## src/rtl/config_chain_sequencer.sv

```systemverilog
// Serialises configuration words LSB-first into one of NCOL fabric columns, with an optional commit strobe.
// Define CFG_SEQ_CHECKSUM_EN to enable the running XOR checksum of accepted words.
module config_chain_sequencer #(
  parameter int NCOL   = 8,
  parameter int WORD_W = 32,
  parameter int COL_W  = (NCOL > 1) ? $clog2(NCOL) : 1
) (
  input  logic              clk,
  input  logic              rst_n,
  input  logic              s_valid,
  output logic              s_ready,
  input  logic [WORD_W-1:0] s_data,
  input  logic [COL_W-1:0]  s_col,
  input  logic              s_last,
  input  logic              abort,
  output logic [NCOL-1:0]   cfg_shift,
  output logic [NCOL-1:0]   cfg_set,
  output logic              cfg_cen,
  output logic              busy,
  output logic [15:0]       words_done,
  output logic              err,
  output logic [WORD_W-1:0] checksum
);

  localparam int BIT_W = (WORD_W > 1) ? $clog2(WORD_W) : 1;

  typedef enum logic [1:0] {
    IDLE,
    SHIFT,
    SET
  } state_e;

  state_e            state_q;
  logic [WORD_W-1:0] word_q;
  logic [COL_W-1:0]  col_q;
  logic              last_q;
  logic              col_ok_q;
  logic [BIT_W-1:0]  bit_q;
  logic [NCOL-1:0]   cfg_shift_q;
  logic [NCOL-1:0]   cfg_set_q;
  logic              cfg_cen_q;
  logic [15:0]       words_done_q;
  logic              err_q;

  logic accept;
  logic s_col_ok;
  logic last_bit;

  // Ready is gated by rst_n so it stays low for the whole reset assertion.
  assign s_ready  = rst_n && (state_q == IDLE);
  assign accept   = s_valid && s_ready;
  assign s_col_ok = (int'(s_col) < NCOL);
  assign last_bit = (bit_q == BIT_W'(WORD_W - 1));

  function automatic logic [NCOL-1:0] col_onehot(input logic [COL_W-1:0] c, input logic ok);
    logic [NCOL-1:0] v;
    v = '0;
    for (int unsigned i = 0; i < NCOL; i++) begin
      v[i] = ok && (32'(c) == i);
    end
    return v;
  endfunction

  always_ff @(posedge clk or negedge rst_n) begin
    if (!rst_n) begin
      state_q      <= IDLE;
      word_q       <= '0;
      col_q        <= '0;
      last_q       <= 1'b0;
      col_ok_q     <= 1'b0;
      bit_q        <= '0;
      cfg_shift_q  <= '0;
      cfg_set_q    <= '0;
      cfg_cen_q    <= 1'b0;
      words_done_q <= '0;
      err_q        <= 1'b0;
    end else begin
      cfg_set_q <= '0;
      case (state_q)
        IDLE: begin
          if (accept) begin
            // Bit 0 is presented straight away; word_q holds the bits still to go.
            word_q      <= s_data >> 1;
            col_q       <= s_col;
            last_q      <= s_last;
            col_ok_q    <= s_col_ok;
            bit_q       <= '0;
            cfg_shift_q <= s_data[0] ? col_onehot(s_col, s_col_ok) : '0;
            cfg_cen_q   <= s_col_ok;
            state_q     <= SHIFT;
            if (!s_col_ok) begin
              err_q <= 1'b1;
            end
          end
        end
        SHIFT: begin
          if (abort) begin
            cfg_shift_q <= '0;
            cfg_cen_q   <= 1'b0;
            state_q     <= IDLE;
          end else if (last_bit) begin
            cfg_shift_q  <= '0;
            cfg_cen_q    <= 1'b0;
            words_done_q <= words_done_q + 16'd1;
            if (last_q) begin
              cfg_set_q <= col_onehot(col_q, col_ok_q);
              state_q   <= SET;
            end else begin
              state_q <= IDLE;
            end
          end else begin
            bit_q       <= bit_q + 1'b1;
            word_q      <= word_q >> 1;
            cfg_shift_q <= word_q[0] ? col_onehot(col_q, col_ok_q) : '0;
          end
        end
        SET: begin
          state_q <= IDLE;
        end
        default: begin
          cfg_shift_q <= '0;
          cfg_cen_q   <= 1'b0;
          state_q     <= IDLE;
        end
      endcase
    end
  end

  assign cfg_shift  = cfg_shift_q;
  assign cfg_set    = cfg_set_q;
  assign cfg_cen    = cfg_cen_q;
  assign busy       = (state_q != IDLE);
  assign words_done = words_done_q;
  assign err        = err_q;

`ifdef CFG_SEQ_CHECKSUM_EN
  logic [WORD_W-1:0] checksum_q;
  logic              set_issue;

  // Cleared on the same edge that launches the commit strobe, so it reads 0 during the pulse.
  assign set_issue = (state_q == SHIFT) && !abort && last_bit && last_q && col_ok_q;

  always_ff @(posedge clk or negedge rst_n) begin
    if (!rst_n) begin
      checksum_q <= '0;
    end else if (set_issue) begin
      checksum_q <= '0;
    end else if (accept) begin
      checksum_q <= checksum_q ^ s_data;
    end
  end

  assign checksum = checksum_q;
`else
  assign checksum = '0;
`endif

endmodule

```

## config.mk

```make
export PLATFORM = sky130hd
export DESIGN_NAME = config_chain_sequencer
export DESIGN_NICKNAME = d
export VERILOG_FILES = /design/src/rtl/config_chain_sequencer.sv
export SDC_FILE = /design/constraint.sdc
export NUM_CORES = 1
export LEC_CHECK = 0
export ABC_AREA = 1
export CORE_MARGIN = 2
export CORE_UTILIZATION = 55
export DETAILED_ROUTE_END_ITERATION = 12
export DONT_BUFFER_PORTS = 1
export HOLD_SLACK_MARGIN = 0.03
export PLACE_DENSITY = 0.7
export SYNTH_ARGS = -nofsm -noshare
export SYNTH_HDL_FRONTEND = slang
export SYNTH_SLANG_ARGS = --single-unit
```

## constraint.sdc

```tcl
create_clock -name clk -period 5 [get_ports clk]
set_input_delay 1 -clock clk [delete_from_list [all_inputs] [get_ports clk]]
set_output_delay 1 -clock clk [all_outputs]
set_load 0.01 [all_outputs]
```

Word-level counts from Yosys, hierarchy flattened
Cells that the tools add are included.
{"block": "word_totals", "register_bits": 77, "latchBits": 0, "ram_bits": 0, "rom_bits": 0, "in_bits": 40, "mem_count": 0}
{"block": "op_classes", "addsub": 2, "n_mul": 0, "div": 0, "n_lt_le_gt_ge": 0, "n_eq_ne": 21, "shift": 0, "mux": 27, "n_bitwise": 2, "n_reduce_logical": 21}
{"operator": "32-bit two-way mux", "count": 3}
{"operator": "8-bit two-way mux", "count": 9}
{"operator": "32-bit case mux with 2 select lines", "count": 1}
{"operator": "3-bit == test (second input constant)", "count": 8}
{"operator": "8-bit case mux with 3 select lines", "count": 1}
{"operator": "16-bit by 1-bit adder with 16-bit output (second input constant)", "count": 1}
{"operator": "5-bit two-way mux", "count": 3}
{"operator": "3-bit by 2-bit == test with 1-bit output (second input constant)", "count": 4}
{"operator": "1-bit logical AND", "count": 10}
{"operator": "5-bit case mux with 2 select lines", "count": 1}
{"operator": "2-bit two-way mux", "count": 4}
{"operator": "3-bit by 1-bit == test with 1-bit output (second input constant)", "count": 2}
{"operator": "3-bit zero test", "count": 2}
{"operator": "2-bit inequality test (second input constant)", "count": 3}
{"operator": "2-bit AND reduction", "count": 3}
{"operator": "3-bit AND reduction", "count": 2}
{"operator": "5-bit by 1-bit adder with 5-bit output (second input constant)", "count": 1}
{"operator": "5-bit == test (second input constant)", "count": 1}
{"operator": "2-bit case mux with 2 select lines", "count": 1}
{"operator": "4-bit AND reduction", "count": 1}
{"operator": "2-bit nonzero test", "count": 2}
{"operator": "1-bit two-way mux", "count": 3}
{"operator": "3-bit inequality test (second input constant)", "count": 1}
{"operator": "1-bit case mux with 3 select lines", "count": 1}
{"operator": "other kinds (4)", "count": 5}

Depth between registers and ports, before layout
Gate-level depths: netlist of the first run.
{"block": "depth", "word_depth": 6, "ltp_mapped": 9, "mapped_depth_nobuf": 9}

Worst setup path before layout of the first run
No wires, ideal clock.
{"block": "synth_path", "path_kind": "input-to-output", "from": "input port rst_n", "to": "output port s_ready", "arrival_ps": 1192, "required_time_ps": 4000, "slack_ps": 2808, "stages": 2, "path_buffers": 0, "cell_sequence": "inv_1 nor2_4"}
{"block": "synth_between", "elab_chain_cells": 1}
{"item": "start, declared", "line_no": "9", "source": "input logic rst_n,"}
{"item": "1-bit logical AND", "line_no": "50", "source": "assign s_ready = rst_n && (state_q == IDLE);"}
{"item": "end, declared", "line_no": "11", "source": "output logic s_ready,"}
Every way passes these cells.

Worst setup path after layout of the first run
{"block": "layout_path", "from": "register state_q[1]", "to": "register bit_q[0]"}
{"block": "layout_between", "elab_chain_cells": 5}
{"item": "start, declared", "line_no": "33", "source": "state_e state_q;"}
{"item": "start signal, assigned", "line_no": "66", "source": "state_q <= IDLE;"}
{"item": "start signal, assigned", "line_no": "90", "source": "state_q <= SHIFT;"}
{"item": "start signal, assigned", "line_no": "100", "source": "state_q <= IDLE;"}
{"item": "2-bit zero test", "line_no": "50, 79"}
{"item": "1-bit logical AND", "line_no": "50"}
{"item": "1-bit logical AND", "line_no": "51", "source": "assign accept = s_valid && s_ready;"}
{"item": "2-bit inequality test (no source line)"}
{"item": "4-bit AND reduction (no source line)"}
{"item": "end signal, assigned", "line_no": "112", "source": "bit_q <= bit_q + 1'b1;"}
{"item": "end, declared", "line_no": "38", "source": "logic [BIT_W-1:0] bit_q;"}
Parallel ways exist; a longest one is shown, timed or not.
A chain may end at the register's enable or synchronous reset.

==> run_results.csv, run 1 <==
group,metric,value,unit
status,outcome,"finished clean",
timing,whs,0.340,ns
pwr,p_per_area,364,nW/µm²
grt,grt_first_pass_wirelength,13200,µm
grt,grt_max_degree,79,
critical_path,rr_endpoint,"bit_q[0]",
synth,netlist_instances,493,
placed_design,dp_hpwl,5420,µm
clocking,cts_resized,0,
grt,grt_util_all_layers,19.4,%
timing,relSlewSlack,45.7,%
routing,num_vias,2968,
synth,ys_types,33,
routing,ant_nets,0,
clocking,cts_setup_buffers,0,
grt,antenna_found_initial,0,
timing,finClkSkew,0.00818,ns
clocking,clock_sinks,76,
timing,layout_setup_ws,2.70,ns
pwr,cellLeakagePower,2.16,nW
die,core_area,7610,µm²
timing,fin_tns_setup,0,ns
placed_design,dp.cells,580,
critical_path,slowest_delay,0.63,ns
die,die_w,92.0,µm
placed_design,io_buffers,0,
clocking,root_buffer,"clkbuf_8",
placed_design,place_ws,2.66,ns
routing,vias_per_cell,4.98,
die,die_h,92.0,µm
cells_and_area,final_util,57.9,%
synth,yosys_warnings,0,
critical_path,crit_chain,"nor2_4 -> buf_4 -> nand3b_4 -> nand2_8 -> inv_2 -> nand2_1 -> o21ai_0",
synth,yosys_register_bits,76,
critical_path,r2r_slack,2.70,ns
routing,wl_met2,3830,µm
critical_path,crit_family,"simple AND/OR/NAND/NOR gates",
job,maxCapViolations,0,
die,floorplan.die_area,8470,µm²
cells_and_area,layout.nets,533,
clocking,cts.reportedPaths.clkPinSlew,0.08,ns
timing,period_needed,2.30,ns
routing,firstDrtPassIters,4,
cells_and_area,syn_to_final_growth,3.41,%
critical_path,crit_arrival,2.51,ns
cells_and_area,fin_cells,596,
timing,maxSlewViolCount,0,
routing,top_layer,"met4",
critical_path,critPathBufInv,2,
worst_hold_path,hold_path_class,"primary input to asynchronous set/reset pin",
clocking,htreeDepth,3,
timing,setup_violations,0,
clocking,cts_made_buffers,9,
routing,wirelength,7780,µm
timing,tightestPinTransition,0.814,ns
die,io_pins,108,
clocking,worstSkewPairLatency,0.34,ns
clocking,cts_tree,"yes",
synth,syn_avg_cell_area,8.64,µm²
clocking,clk_path_buf_depth,2,
synth,syn_area,4260,µm²
routing,drc,0,
routing,met1_length,3410,µm
critical_path,endpoint_kind,"flip-flop",
critical_path,startpoint_type,"flip-flop",
critical_path,cp_data_required_time,5.21,ns
routing,drt_first_iter_violations,135,
cells_and_area,drive_gt1_share,16.8,%
synth,ys_seq_area_share,44.6,%
cells_and_area,design_area,4410,µm²
timing,rsz0062_at_grt,"no",
grt,grt_overflow_total,0,
routing,wl_met3,480,µm
routing,routedWlPerCell,13.0,µm
die,start_util,56.0,%
critical_path,crit_slowest_cell,"buf_4",
placed_design,gp_congestion,0.873,
timing,max_freq,436,MHz
timing,hold_viol,0,
grt,grt_pass1_vias,2817,
pwr,ir_drop,0.000214,V
critical_path,r2r_start,"state_q[1]",
cells_and_area,n_antenna_cell,0,
placed_design,dpl_cell_area,4160,µm²
die,fp-row-count,32,
clocking,postCtsHoldBufs,0,
timing,min_period_over_period,45.9,%
critical_path,worst-path-max-fanout,67,
critical_path,rr_worst_depth,7,
critical_path,path_class,"flip-flop to flip-flop",
pwr,p_total,1.60,mW
synthesized netlist by cell type, drive strengths merged:
library cell | number | area share, %
and3 | 1 | 0.15
buf | 47 | 8.4
clkbuf | 1 | 0.088
conb | 1 | 0.088
dfrtp | 76 | 45
ha | 4 | 1.2
inv | 61 | 5.4
nand2 | 142 | 13
nand3 | 13 | 1.9
nand3b | 1 | 0.47
nand4 | 4 | 0.59
nor2 | 43 | 4.3
nor3 | 6 | 0.94
o211ai | 29 | 8.4
o21ai | 51 | 7.8
o22ai | 3 | 0.44
or2 | 2 | 0.29
xnor2 | 3 | 0.62
xor2 | 5 | 1.0
layer usage:
layer	vias to the layer above	track usage, %
met1	1392	25.0
met3	6	5.51
met5	-	0
met4	0	5.97
met2	73	31.7
li1	1497	-
flip-flops by register name (all words and copies together) (netlist names):
register	count
bit_q	5
col_q	3
cfg_shift	8
col_ok_q	1
last_q	1
words_done	16
word_q	31
cfg_set	8
state_q	2
cfg_cen	1
layout by cell type (no fill, tap or decap), types with 4 or more instances in the layout:
cell type / count
ha_1: 4
inv_2: 5
nand3_1: 11
o21ai_1: 18
clkbuf_8: 11
xor2_1: 5
dfrtp_1: 76
nor3_1: 4
conb_1: 33
o21ai_2: 20
nor2_1: 40
o21ai_0: 13
inv_1: 56
nand4_1: 4
nand2_1: 137
o211ai_2: 28
layout make-up:
| type | instances | area (µm²) |
|---|---|---|
| clock buffers | 12 | 155 |
| repair buffers | 1 | 7.51 |
| well taps | 102 | 128 |
| flip-flops and latches | 76 | 1900 |
| clock inverters | 4 | 95.1 |
| multi-input cells | 340 | 1890 |
| inverters | 61 | 229 |
| fillers | 721 | 3200 |
logic make-up (layout without fill, tap and decap cells):
group | count (synthesis) | count (layout) | synth area share [%]
AO/OA/AOI/OAI | 83 | 83 | 16.6
XOR/XNOR | 8 | 8 | 1.64
adder cells (fa/ha/maj) | 4 | 4 | 1.17
buffers and inverters | 109 | 78 | 13.8
flip-flops | 76 | 76 | 44.6
other | 1 | 33 | 0.0880
AND/OR/NAND/NOR | 212 | 212 | 22.0
worst max path at each step:
stage	cells past startpoint	from	to	slack [ns]
final	7	state_q[1]	bit_q[0]	2.70
after global placement	7	state_q[1]	bit_q[0]	2.75
after detailed placement	7	state_q[1]	bit_q[0]	2.66
after floorplan	2	rst_n	s_ready	2.81
after CTS	7	state_q[1]	bit_q[0]	2.66
after global routing	7	state_q[1]	bit_q[0]	2.48
report_power, final:
group          internal [mW]  switching (mW)
sequential             0.700          0.0420
clock                  0.359           0.220
combinational         0.0948           0.188
(Power assumes the default switching activity.)
==> inputs of run 2 (changes only) <==
Settings changed: ABC_AREA 1 to 0.
Clock period 5 ns to 2.4 ns, I/O delays scaled along.
==> run 2 against run 1 <==
Power grew 90%. Register-to-register slack got worse by 2.5 ns. Via count decreased by 19%.
==> run_results.csv, run 2 <==
group,metric,value,unit
routing,routedWlPerCell,15.2,µm
synth,synthTopCellsByCount,"dfrtp_1, nor2_1, nand2_1",
timing,tightestPinTransition,0.555,ns
clocking,cts_made_buffers,9,
critical_path,path_class,"flip-flop to flip-flop",
synth,yosys_register_bits,76,
critical_path,crit_family,"simple AND/OR/NAND/NOR gates",
worst_hold_path,hold_start,"s_col[2]",
cells_and_area,drive_gt1_share,8.63,%
critical_path,crit_top_cell,"ha_1",
cells_and_area,layout_commonest_cell,"dfrtp_1",
synth,yosysMostFrequentCell,"dfrtp_1",
cells_and_area,largest_register_ffs,31,
routing,top_layer,"met4",
synth,ys_top_cells_by_area,"dfrtp_1, mux2i_1, buf_4, nor2_1, a21oi_1",
timing,rsz0062_at_grt,"no",
timing,fin_tns_setup,0,ns
die,die_w,86.1,µm
synth,syn_area,3710,µm²
synth,synth_top_area_share,51.3,%
cells_and_area,multi_input_area,1600,µm²
synth,synthArstFlopShare,100,%
routing,drt_first_iter_violations,123,
critical_path,worst-path-max-fanout,61,
critical_path,crit_path_start,"bit_q[0]",
timing,hold_viol,0,
routing,met1_length,3150,µm
clocking,root_buffer,"clkbuf_8",
critical_path,r2r_slack,0.15,ns
timing,layout_setup_ws,0.155,ns
routing,firstDrtPassIters,4,
timing,max_freq,445,MHz
timing,period_needed,2.25,ns
die,start_util,57.7,%
synth,synth-main-ff-cell,"dfrtp_1",
critical_path,critPathBufInv,1,
clocking,cts_tree,"yes",
placed_design,io_buffers,0,
grt,antenna_found_initial,0,
critical_path,startpoint_type,"flip-flop",
grt,grt_overflow_total,0,
critical_path,cp_data_required_time,2.66,ns
grt,grt_max_degree,77,
timing,maxSlewViolCount,0,
timing,finClkSkew,0.00935,ns
clocking,clock_sinks,76,
routing,wirelength,6810,µm
worst_hold_path,hold_path_class,"primary input to flip-flop",
grt,grt_util_all_layers,19.4,%
routing,ant_nets,0,
cells_and_area,syn_to_final_growth,5.23,%
routing,num_vias,2408,
cells_and_area,n_antenna_cell,0,
status,outcome,"finished clean",
synth,syn_avg_cell_area,10.2,µm²
die,die_h,86.1,µm
clocking,cts_setup_buffers,0,
critical_path,crit_slowest_cell,"or3b_2",
synth,synth_edf_count,0,
cells_and_area,top_register,"word_q",
clocking,clk_path_buf_depth,2,
die,floorplan.die_area,7410,µm²
grt,grt_first_pass_wirelength,11200,µm
critical_path,crit_arrival,2.51,ns
die,io_pins,108,
timing,min_period_over_period,93.6,%
routing,drc,0,
placed_design,gp_congestion,0.768,
synth,yosys_warnings,0,
clocking,htreeDepth,3,
pwr,ir_drop,0.000351,V
routing,wl_met2,3110,µm
grt,grt_pass1_vias,2325,
cells_and_area,n_fill_cell,571,
placed_design,place_ws,0.162,ns
synth,netlist_instances,365,
placed_design,dp_hpwl,4610,µm
pwr,p_per_area,780,nW/µm²
pwr,cellLeakagePower,1.78,nW
clocking,worstSkewPairLatency,0.34,ns
cells_and_area,layout.nets,410,
die,core_area,6420,µm²
clocking,cts.reportedPaths.clkPinSlew,0.07,ns
critical_path,slowest_delay,0.50,ns
synth,ys_types,42,
critical_path,r2r_start,"bit_q[0]",
timing,setup_violations,0,
timing,relSlewSlack,62.5,%
routing,wl_met3,473,µm
cells_and_area,register_area,1900,µm²
critical_path,crit_chain,"ha_1 -> and3_1 -> ha_1 -> or3b_2 -> a21oi_4 -> buf_12 -> nor2_1 -> a21oi_1",
job,maxCapViolations,0,
routing,vias_per_cell,5.38,
die,fp-row-count,29,
synth,ys_seq_area_share,51.3,%
synth,yosysTopAreaCell,"dfrtp_1",
cells_and_area,mostFrequentLayoutCells,"dfrtp_1, nor2_1, nand2_1",
critical_path,endpoint_kind,"flip-flop",
[run 2: path summary, 6_finish.rpt]
| kind | endpoint | depth (start not counted) |
|---|---|---|
| setup / recovery | word_q[7] | 8 |
| hold / removal | col_q[2] | 2 |
| setup reg to reg | word_q[7] | 8 |
| hold reg to reg | last_q | 2 |
| max in group asynchronous | state_q[0] | 2 |
| min in group asynchronous | word_q[18] | 2 |
[run 2: cell families after synthesis]
group,after synthesis,synth area share [%]
other,1,0.101
AND/OR/NAND/NOR,136,18.0
AO/OA/AOI/OAI,47,7.39
XOR/XNOR,17,4.02
multiplexers,32,8.71
buffers and inverters,52,9.15
adder cells (fa/ha/maj),4,1.35
flip-flops,76,51.3
[run 2: power breakdown]
| group | switching (mW) | total, mW | internal [mW] |
|---|---|---|---|
| clock network | 0.447 | 0.981 | 0.534 |
| logic | 0.265 | 0.463 | 0.198 |
| registers | 0.133 | 1.60 | 1.46 |
| total | 0.845 | 3.04 | 2.20 |
[run 2: area by class of cell]
cell class / instances / area share (%)
flip-flops and latches: 76 / 48.8
inverters: 3 / 0.289
well taps: 77 / 2.47
multi-input cells: 269 / 41.0
clock inverters: 4 / 1.22
repair buffers: 7 / 2.25
clock buffers: 12 / 3.98
[run 2: repair_timing]
item | 4_1_cts | 5_1_grt
hold endpoints to repair | 76 | 0
gates resized for setup | 0 | 0
hold buffers | 2 | 0
[run 2: metrics by stage]
step / utilization, % / hold WS, ns / area [µm²] / cells / power, mW
floorplan: - / 0.184 / 3830 / 397 / 2.00
global placement: 57.0 / 0.186 / 3660 / 430 / 2.03
detailed placement: 57.0 / 0.186 / 3660 / 430 / 2.06
CTS: 60.7 / 0.228 / 3900 / 448 / 3.08
global route: 60.7 / 0.248 / 3900 / 448 / 3.21
finish: 60.7 / 0.245 / 3900 / 448 / 3.04
[run 2: routing by layer]
metal	vias up	GRT usage [%]
li1	1183	-
met1	1144	25.6
met2	75	29.7
met3	6	5.58
met4	0	8.66
met5	-	0
